===== config.mk =====
export PLATFORM = sky130hd
export DESIGN_NAME = poly_tone_gen
export DESIGN_NICKNAME = d
export VERILOG_FILES = /design/src/rtl/piano_pkg.sv /design/src/rtl/tone_divider.sv /design/src/rtl/poly_tone_gen.sv
export SDC_FILE = /design/constraint.sdc
export NUM_CORES = 1
export LEC_CHECK = 0
export BUFFER_PORTS_ARGS = -buffer_cell sky130_fd_sc_hd__buf_2
export CAP_MARGIN = 20
export CORE_MARGIN = 2
export CORE_UTILIZATION = 61
export CTS_CLUSTER_DIAMETER = 30
export DETAILED_ROUTE_END_ITERATION = 10
export GPL_ROUTABILITY_DRIVEN = 0
export MAX_ROUTING_LAYER = met4
export PLACE_DENSITY = 0.85
export SLEW_MARGIN = 15
export SYNTH_ARGS = -nofsm -noshare
export SYNTH_HDL_FRONTEND = slang
export SYNTH_HIERARCHICAL = 1
export SYNTH_SLANG_ARGS = --single-unit
export TNS_END_PERCENT = 50

===== constraint.sdc =====
create_clock -name CLK -period 3.8 [get_ports CLK]
set_input_delay 0.95 -clock CLK [delete_from_list [all_inputs] [get_ports CLK]]
set_output_delay 0.95 -clock CLK [all_outputs]
set_load 0.01 [all_outputs]

===== src/rtl/piano_pkg.sv =====
// Shared tone constants: half-period table (100 MHz clock) and mode encodings.
package piano_pkg;

    localparam int unsigned SCALE_LEN = 8;
    localparam int unsigned SCALE_W   = 3;

    localparam logic [1:0] MODE_PRIO = 2'b00;
    localparam logic [1:0] MODE_LAST = 2'b01;
    localparam logic [1:0] MODE_ARP  = 2'b10;

    // C4..C5 major scale, half-period in 100 MHz cycles
    localparam logic [31:0] HALF_PERIOD [SCALE_LEN] = '{
        32'd191113, 32'd170262, 32'd151686, 32'd143173,
        32'd127553, 32'd113636, 32'd101239, 32'd95557
    };

    // Keys past the first scale repeat it one octave higher per wrap
    function automatic logic [31:0] half_period(input int unsigned idx);
        return HALF_PERIOD[SCALE_W'(idx % SCALE_LEN)] >> (idx / SCALE_LEN);
    endfunction

endpackage


===== src/rtl/tone_divider.sv =====
// Square-wave divider: FREQ toggles every 'limit' enabled cycles, restartable.
module tone_divider #(
    parameter int unsigned CNT_W = 18
) (
    input  logic             CLK,
    input  logic             RESET_N,
    input  logic [CNT_W-1:0] limit,
    input  logic             restart,
    input  logic             enable,
    output logic             FREQ
);
    logic [CNT_W-1:0] cnt;
    logic             wrap_c;

    // cnt+1 >= limit is cnt >= limit-1 without underflow when limit is 0
    assign wrap_c = ({1'b0, cnt} + (CNT_W + 1)'(1)) >= {1'b0, limit};

    always_ff @(posedge CLK or negedge RESET_N) begin
        if (!RESET_N) begin
            cnt  <= '0;
            FREQ <= 1'b0;
        end else if (!enable || restart) begin
            cnt  <= '0;
            FREQ <= 1'b0;
        end else if (wrap_c) begin
            cnt  <= '0;
            FREQ <= ~FREQ;
        end else begin
            cnt <= cnt + CNT_W'(1);
        end
    end

endmodule


===== src/rtl/poly_tone_gen.sv =====
// Keyboard tone generator: selects one held key by priority, last-pressed or arpeggio rules.
module poly_tone_gen
    import piano_pkg::*;
#(
    parameter int unsigned NUM_KEYS  = 8,
    parameter int unsigned CNT_W     = 18,
    parameter int unsigned ARP_TICKS = 5000000,
    parameter int unsigned IDX_W     = $clog2(NUM_KEYS)
) (
    input  logic                CLK,
    input  logic                RESET_N,
    input  logic [NUM_KEYS-1:0] keys,
    input  logic [1:0]          mode,
    input  logic [1:0]          octave,
    output logic                FREQ,
    output logic                note_valid,
    output logic [IDX_W-1:0]    note_idx,
    output logic [NUM_KEYS-1:0] Led
);
    localparam int unsigned       TICK_W    = (ARP_TICKS > 1) ? $clog2(ARP_TICKS) : 1;
    localparam logic [TICK_W-1:0] TICK_LAST = TICK_W'(ARP_TICKS - 1);

    logic [NUM_KEYS-1:0] keys_meta, ks, ks_prev, rise_c;
    logic [1:0]          mode_q, mode_eff_c;
    logic                mode_chg_c;
    logic [IDX_W-1:0]    sel_q, sel_n;
    logic                sel_valid_q, sel_valid_n;
    logic [TICK_W-1:0]   tick_q, tick_n;
    logic [CNT_W-1:0]    limit_c;
    logic                restart_c;

    function automatic logic [IDX_W-1:0] lowest(input logic [NUM_KEYS-1:0] v);
        logic [IDX_W-1:0] r;
        r = '0;
        for (int i = int'(NUM_KEYS) - 1; i >= 0; i--)
            if (v[IDX_W'(i)]) r = IDX_W'(i);
        return r;
    endfunction

    // Next held key above cur, wrapping to the lowest held key
    function automatic logic [IDX_W-1:0] next_above(input logic [NUM_KEYS-1:0] v,
                                                    input logic [IDX_W-1:0]    cur);
        logic [IDX_W-1:0] r;
        r = lowest(v);
        for (int i = int'(NUM_KEYS) - 1; i >= 0; i--)
            if (v[IDX_W'(i)] && (i > int'(cur))) r = IDX_W'(i);
        return r;
    endfunction

    assign rise_c     = ks & ~ks_prev;
    assign mode_chg_c = (mode != mode_q);
    assign mode_eff_c = (mode == MODE_LAST || mode == MODE_ARP) ? mode : MODE_PRIO;

    // Selection next-state
    always_comb begin
        sel_n       = sel_q;
        sel_valid_n = 1'b1;
        tick_n      = '0;
        if (ks == '0) begin
            sel_n       = '0;
            sel_valid_n = 1'b0;
        end else begin
            case (mode_eff_c)
                MODE_LAST: begin
                    if (rise_c != '0)
                        sel_n = lowest(rise_c);
                    else if (!sel_valid_q || mode_chg_c || !ks[sel_q])
                        sel_n = lowest(ks);
                end
                MODE_ARP: begin
                    if (!sel_valid_q || mode_chg_c)
                        sel_n = lowest(ks);
                    else if (!ks[sel_q] || tick_q == TICK_LAST)
                        sel_n = next_above(ks, sel_q);
                    else
                        tick_n = tick_q + TICK_W'(1);
                end
                default: sel_n = lowest(ks);
            endcase
        end
    end

    always_ff @(posedge CLK or negedge RESET_N) begin
        if (!RESET_N) begin
            keys_meta   <= '0;
            ks          <= '0;
            ks_prev     <= '0;
            mode_q      <= MODE_PRIO;
            sel_q       <= '0;
            sel_valid_q <= 1'b0;
            tick_q      <= '0;
            note_valid  <= 1'b0;
            note_idx    <= '0;
            Led         <= '0;
        end else begin
            keys_meta   <= keys;
            ks          <= keys_meta;
            ks_prev     <= ks;
            mode_q      <= mode;
            sel_q       <= sel_n;
            sel_valid_q <= sel_valid_n;
            tick_q      <= tick_n;
            note_valid  <= sel_valid_q;
            note_idx    <= sel_q;
            Led         <= sel_valid_q ? (NUM_KEYS'(1) << sel_q) : '0;
        end
    end

    // A new note starts its first half-cycle from zero on the edge it appears
    assign restart_c = sel_valid_q && (!note_valid || (sel_q != note_idx));
    assign limit_c   = CNT_W'(half_period(32'(note_idx)) >> octave);

    tone_divider #(
        .CNT_W (CNT_W)
    ) u_tone (
        .CLK     (CLK),
        .RESET_N (RESET_N),
        .limit   (limit_c),
        .restart (restart_c),
        .enable  (sel_valid_q),
        .FREQ    (FREQ)
    );

endmodule


Yosys cells after proc, flatten, opt, wreduce, memory -nomap -nowiden
Memory sizes are Yosys's and may differ from the RTL's.
Index checks and enable logic that the tools add are counted.

word-level totals
  bits in registers = 84
  bits in read-only memories = 256
  input port bits = 14
  output and inout port bits = 13
  logic and storage cells = 86
  memories = 1

memory list
  name             words  width  read ports  clocked after Yosys merged registers in  write ports  RTL line         text
  (no name shown)  8      32     1           0                                        0            piano_pkg.sv:19  return HALF_PERIOD[SCALE_W'(idx % SCALE_LEN)] >> (idx / SCALE_LEN);

cells by class
  add/subtract/negate cells = 3
  $lt $le $gt $ge = 6
  eq/ne operators = 9
  shifts and indexed selects = 2
  muxes and demuxes = 32
  bitwise logic cells = 4
  reduce and logical (&&, ||, !) cells = 17

operator list
  operator                 number
  $mux W23                 4
  $mux W32                 2
  $mux W3                  16
  $mux W18                 2
  $shr A32 B2 Y18          1
  $add A23 B1 Y23 const B  1
  $eq A23 B23 Y1 const B   1
  $add A18 B1 Y19 const B  1
  $ge A19 B18 Y1           1
  $add A18 B1 Y18 const B  1
  $and A8 B8 Y8            1
  $logic_not A8 Y1         1
  $mux W8                  1
  $ne A4 B4 Y1 const B     2
  $not A8 Y8               1
  $reduce_bool A8 Y1       1
  $shl A1 B3 Y8 const A    1
  $gt A2 B3 Y1 const A     2
  $logic_or A1 B1 Y1       6
  $pmux W3 S2              1
  $eq A2 B1 Y1 const B     2
  $eq A2 B2 Y1 const B     2
  $ge A4 B4 Y1 const B     1
  $logic_and A1 B1 Y1      4
  other kinds (12)         17

Depth between registers and ports, before layout
  depth in word-level cells = 11
  depth in mapped cells = 16
  mapped depth without buffers = 13

Modules after synthesis
Netlist, hierarchy kept.

modules (own cells, without submodules)
  module         instances  cells an instance  area each (um^2)  sequential area each (um^2)
  poly_tone_gen  1          302                3039.2            1476.4
  tone_divider   1          151                1524.0            475.5

Least setup slack after synthesis
Ideal clock, no wire load.

  path type = in2reg
  start = in octave[0]
  end = reg u_tone.cnt[11]
  library setup time = 0.080 ns
  data arrival time = 3.383 ns
  required time = 3.720 ns
  slack = 0.337 ns
  cell stages on the path = 14
  buffers on the path = 3
  cells stage by stage = clkbuf_1 inv_1 clkbuf_1 o21ai_0 a221oi_1 inv_1 ha_1 a21oi_2 o21ai_1 a2111oi_2 o21a_2 o21ai_4 buf_6 nor3b_2

on the way
  word-level cells in the longest chain between the ends = 4

RTL lines
  what                  RTL line              text
  start, declared       poly_tone_gen.sv:14   input logic [1:0] octave,
  $shr A32 B2 Y18       poly_tone_gen.sv:111  assign limit_c = CNT_W'(half_period(32'(note_idx)) >> octave);
  net limit_c[6]        poly_tone_gen.sv:29   logic [CNT_W-1:0] limit_c;
  $ge A19 B18 Y1        tone_divider.sv:16    assign wrap_c = ({1'b0, cnt} + (CNT_W + 1)'(1)) >= {1'b0, limit};
  $mux W18              tone_divider.sv:25    end else if (wrap_c) begin
  $mux W18              tone_divider.sv:22    end else if (!enable || restart) begin
  end signal, assigned  tone_divider.sv:29    cnt <= cnt + CNT_W'(1);
  end, declared         tone_divider.sv:12    logic [CNT_W-1:0] cnt;

The timed path passes the listed nets, and every way through them passes these cells.
A chain may end at the register's enable or synchronous reset.

Final worst setup path
  start = reg note_idx[1]
  end = reg u_tone.cnt[14]

on the way
  word-level cells in the longest chain between the ends = 8
  elaborated cells between the ends (all ways) = 12
  classes of those cells = 1 x order compare; 1 x eq/ne; 1 x shift; 4 x mux; 1 x bitwise; 3 x reduce/logical; 1 x memory

RTL lines
  what                                         RTL line              text
  start, declared                              poly_tone_gen.sv:17   output logic [IDX_W-1:0] note_idx,
  start signal, assigned                       poly_tone_gen.sv:104  note_idx <= sel_q;
  $not A3 Y4 (implied by the code)             piano_pkg.sv:19
  $mem_v2 Z8 W32                               --
  $mux W32 (implied by the code) (2 in a row)  piano_pkg.sv:19
  $shr A32 B2 Y18                              poly_tone_gen.sv:111
  net limit_c[9]                               poly_tone_gen.sv:29
  $ge A19 B18 Y1                               tone_divider.sv:16
  $mux W18                                     tone_divider.sv:25
  $mux W18                                     tone_divider.sv:22

The timed path passes the listed nets, and every way through them passes these cells. The select of a mux whose other input is x is not followed.

==> flow_summary_export.csv <==
group,metric,value,unit
outcome,outcome,"complete, no violations",
timing,tightestPinTransition,933,ps
critical_path,endpoint,"u_tone/cnt[14]$_DFF_PN0_",
yosys,seq_area_frac_synth,42.8,%
grt,grt_busiest_layer,"met2",
die,fp.coreArea,0.00725,mm²
die,die_w,90.5,µm
critical_path,start_kind,"flip-flop",
die,dieArea,0.00819,mm²
power_and_ir_drop,p_per_area,413,mW/mm²
yosys,synth-edff-count,0,
detailed_routing,avgViaCountPerCell,5.75,
clock_tree,cts_setup_buffers,0,
final_layout,drive_above_1_share,17.6,%
yosys,synthXorXnorAreaFrac,8.20,%
critical_path,crit_type,"reg -> reg",
timing,setup_viol,0,
final_layout,nNetsFinal,512,
die,ios,27,
placement,port_buffers,21,
timing,finalCriticalPeriod,3350,ps
yosys,synth_top_family_by_area,"simple AND/OR/NAND/NOR gates",
die,die_y,90.5,µm
grt,antenna_found_initial,0,
critical_path,crit-reg2reg-capture,"u_tone/cnt[14]$_DFF_PN0_",
critical_path,r2r_cells,14,
clock_tree,tritoncts,"yes",
yosys,yosys_warnings,6,
grt,grt_pass1_vias,3311,
clock_tree,clock-sinks,78,
detailed_routing,wl_per_cell,14.7,µm
clock_tree,ctsHtreeMaxLevel,3,
grt,met1_usage,28.7,%
clock_tree,cts.repair.resized,0,
timing,clock_skew,10.2,ps
detailed_routing,vias,3307,
yosys,synth-main-ff-cell,"dfrtp_1",
placement,pre_cts_ws,246,ps
yosys,synth.area.mux_share,1.10,%
critical_path,worstPathMaxFanout,12,
yosys,synthArstFlopShare,100,%
critical_path,max_stage_delay,460,ps
power_and_ir_drop,leakagePower,2.19,nW
critical_path,rr_startpoint,"note_idx[1]$_DFF_PN0_",
timing,fmax,298,MHz
yosys,synth-seq-cells,78,
grt,grt_usage,23.2,%
timing,maxSlewHeadroom,37.8,%
yosys,synthAdderAreaFrac,7.40,%
critical_path,crit_chain,"inv_1, ha_1, nor2_1, a21oi_1, o21ai_0, inv_1, ha_1, nand4_1, nor4_1, nor3_1, o21a_2, o21ai_4, buf_4, and2b_1",
clock_tree,cts_max_path_buffers,2,
final_layout,num_antenna_cells,0,
grt,grt_pass1_wl,15000,µm
yosys,synth.distinct_cells,69,
timing,fin_ws,450,ps
final_layout,n_fill_cell,542,
timing,grt_setup_unrepaired,"false",
detailed_routing,drt-initial-drc-count,181,
min_path,min_from,"keys_meta[0]$_DFF_PN0_",
timing,hold_violations,0,
run,max_cap_viol_count,0,
yosys,synthCells,453,
yosys,synthTopCellsByArea,"dfrtp_1 43%, ha_1 7.4%, xnor2_1 5.2%",
yosys,synth_compound_area_share,10.7,%
clock_tree,clk_latency,360,ps
grt,grt_use_met2,37.9,%
clock_tree,clk_pin_slew,90,ps
yosys,yosysTopAreaCell,"dfrtp_1",
timing,slew_violations,0,
die,num_rows,31,
grt,gr-total-overflow,0,
detailed_routing,drc_errors,0,
min_path,hold_path.class,"reg -> reg",
die,start_util,62.9,%
yosys,synth_simple_gate_area_share,24.2,%
clock_tree,postCtsHoldBufs,0,
grt,grt_max_degree,79,
yosys,yosysTopAreaCellShare,42.8,%
yosys,syn_area,0.00456,mm²
detailed_routing,wl,8470,µm
placement,dp_hpwl,6090,µm
yosys,netlist_top_cells_count,"78 x dfrtp_1, 34 x nor2_1, 30 x inv_1, 27 x ha_1, 27 x xnor2_1",
final_layout,area_delta_synth_final,7.54,%
critical_path,arrival,3610,ps
critical_path,critical-path-slowest-cell,"dfrtp_1",
critical_path,crit_path_start,"note_idx[1]$_DFF_PN0_",
power_and_ir_drop,ir_drop,0.000423,V
detailed_routing,first_pass_iters,4,
clock_tree,cts_buffers,9,
clock_tree,root_buffer,"clkbuf_8",
grt,met3_usage,3.92,%
timing,post-route-period-util,88.2,%
critical_path,critPathRequiredTime,4060,ps
yosys,yosysMostFrequentCell,"dfrtp_1",
final_layout,fin_util,67.7,%
timing,tns,0,ps
yosys,synth.avg_cell_area,10.1,µm²
critical_path,end_kind,"flip-flop",
detailed_routing,ant_nets,0,
critical_path,ff2ff_setup_slack,450,ps
[report_power, final]
group | switching, W | internal [W] | total (W)
clock network | 0.000341 | 0.000318 | 0.000659
registers | 0.0000420 | 0.000871 | 0.000913
logic | 0.000269 | 0.000186 | 0.000455
total | 0.000653 | 0.00138 | 0.00203
[metal layers]
| layer | vias to the layer above | wire [µm] | part of all wire [%] |
|---|---|---|---|
| met5 | - | 0 | 0 |
| met3 | 23 | 321 | 3.8 |
| met4 | 0 | 214 | 2.5 |
| met2 | 92 | 4230 | 50 |
| li1 | 1602 | - | - |
| met1 | 1590 | 3710 | 44 |
[critical path: cells and delay by family, from the launching register on]
kind | cells | cell delay [ps]
buffers and inverters | 3 | 450
AOI/OAI and AO/OA | 4 | 570
and+or+nand+nor | 5 | 1020
DFF | 1 | 460
adders and majority gates | 2 | 730
[area by class of cell]
type	count	area, µm²	area share [%]
Tap cell	99	124	2.52
Sequential cell	78	1950	39.8
Clock buffer	9	124	2.52
Multi-Input combinational cell	327	2370	48.3
Timing Repair Buffer	25	138	2.80
Clock inverter	7	86.3	1.76
Inverter	30	113	2.29
[worst min-delay path by stage]
stage | to | slack, ps | cells past startpoint
3_5_place_dp | ks[0]$_DFF_PN0_ | 330 | 0
2_1_floorplan | ks[0]$_DFF_PN0_ | 330 | 0
3_3_place_gp | ks[1]$_DFF_PN0_ | 330 | 0
4_1_cts | ks[0]$_DFF_PN0_ | 350 | 0
6_report | ks[0]$_DFF_PN0_ | 350 | 0
5_1_grt | ks[1]$_DFF_PN0_ | 360 | 0
[through the flow]
stage / hold slack [ps] / instance area (µm²) / power (W) / instances
2_1_floorplan: 331 / 4580 / 0.00126 / 457
3_3_place_gp: 331 / 4700 / 0.00136 / 559
3_5_place_dp: 335 / 4700 / 0.00138 / 559
4_1_cts: 355 / 4910 / 0.00204 / 575
5_1_grt: 363 / 4910 / 0.00214 / 575
6_report: 352 / 4910 / 0.00203 / 575
[flip-flops by register name, indices dropped and copies added (netlist names), 2 cells and up]
| signal | flops |
|---|---|
| tick_q | 23 |
| u_tone/cnt | 18 |
| keys_meta | 8 |
| ks | 8 |
| ks_prev | 8 |
| Led | 4 |
| mode_q | 2 |
| note_idx | 2 |
| sel_q | 2 |
[logic make-up after synthesis]
logic type,Yosys count
AO/OA/AOI/OAI,65
other,1
multiplexers,5
buffers and inverters,52
adder cells (fa/ha/maj),27
AND/OR/NAND/NOR,184
XOR/XNOR,41
flip-flops,78
[placed cells by master (no fill, tap or decap), types with 3 or more instances in the layout]
cell type	count
buf_2	20
and3_1	10
and2b_1	4
nor2_2	10
xnor2_1	27
nand2b_1	11
ha_1	27
a21oi_1	13
nand2_1	22
xor2_1	12
and4_1	5
a211oi_1	6
inv_1	30
nor3_1	4
mux2i_1	5
dfrtp_1	78
nand4_1	14
nor2b_1	11
nor3b_2	9
nor4_1	7
nand3_1	21
a21o_1	3
a31oi_1	4
conb_1	5
o21ai_0	11
nor2_1	34
and2_1	6
buf_4	5
clkbuf_8	9
(Power assumes the default switching activity.)
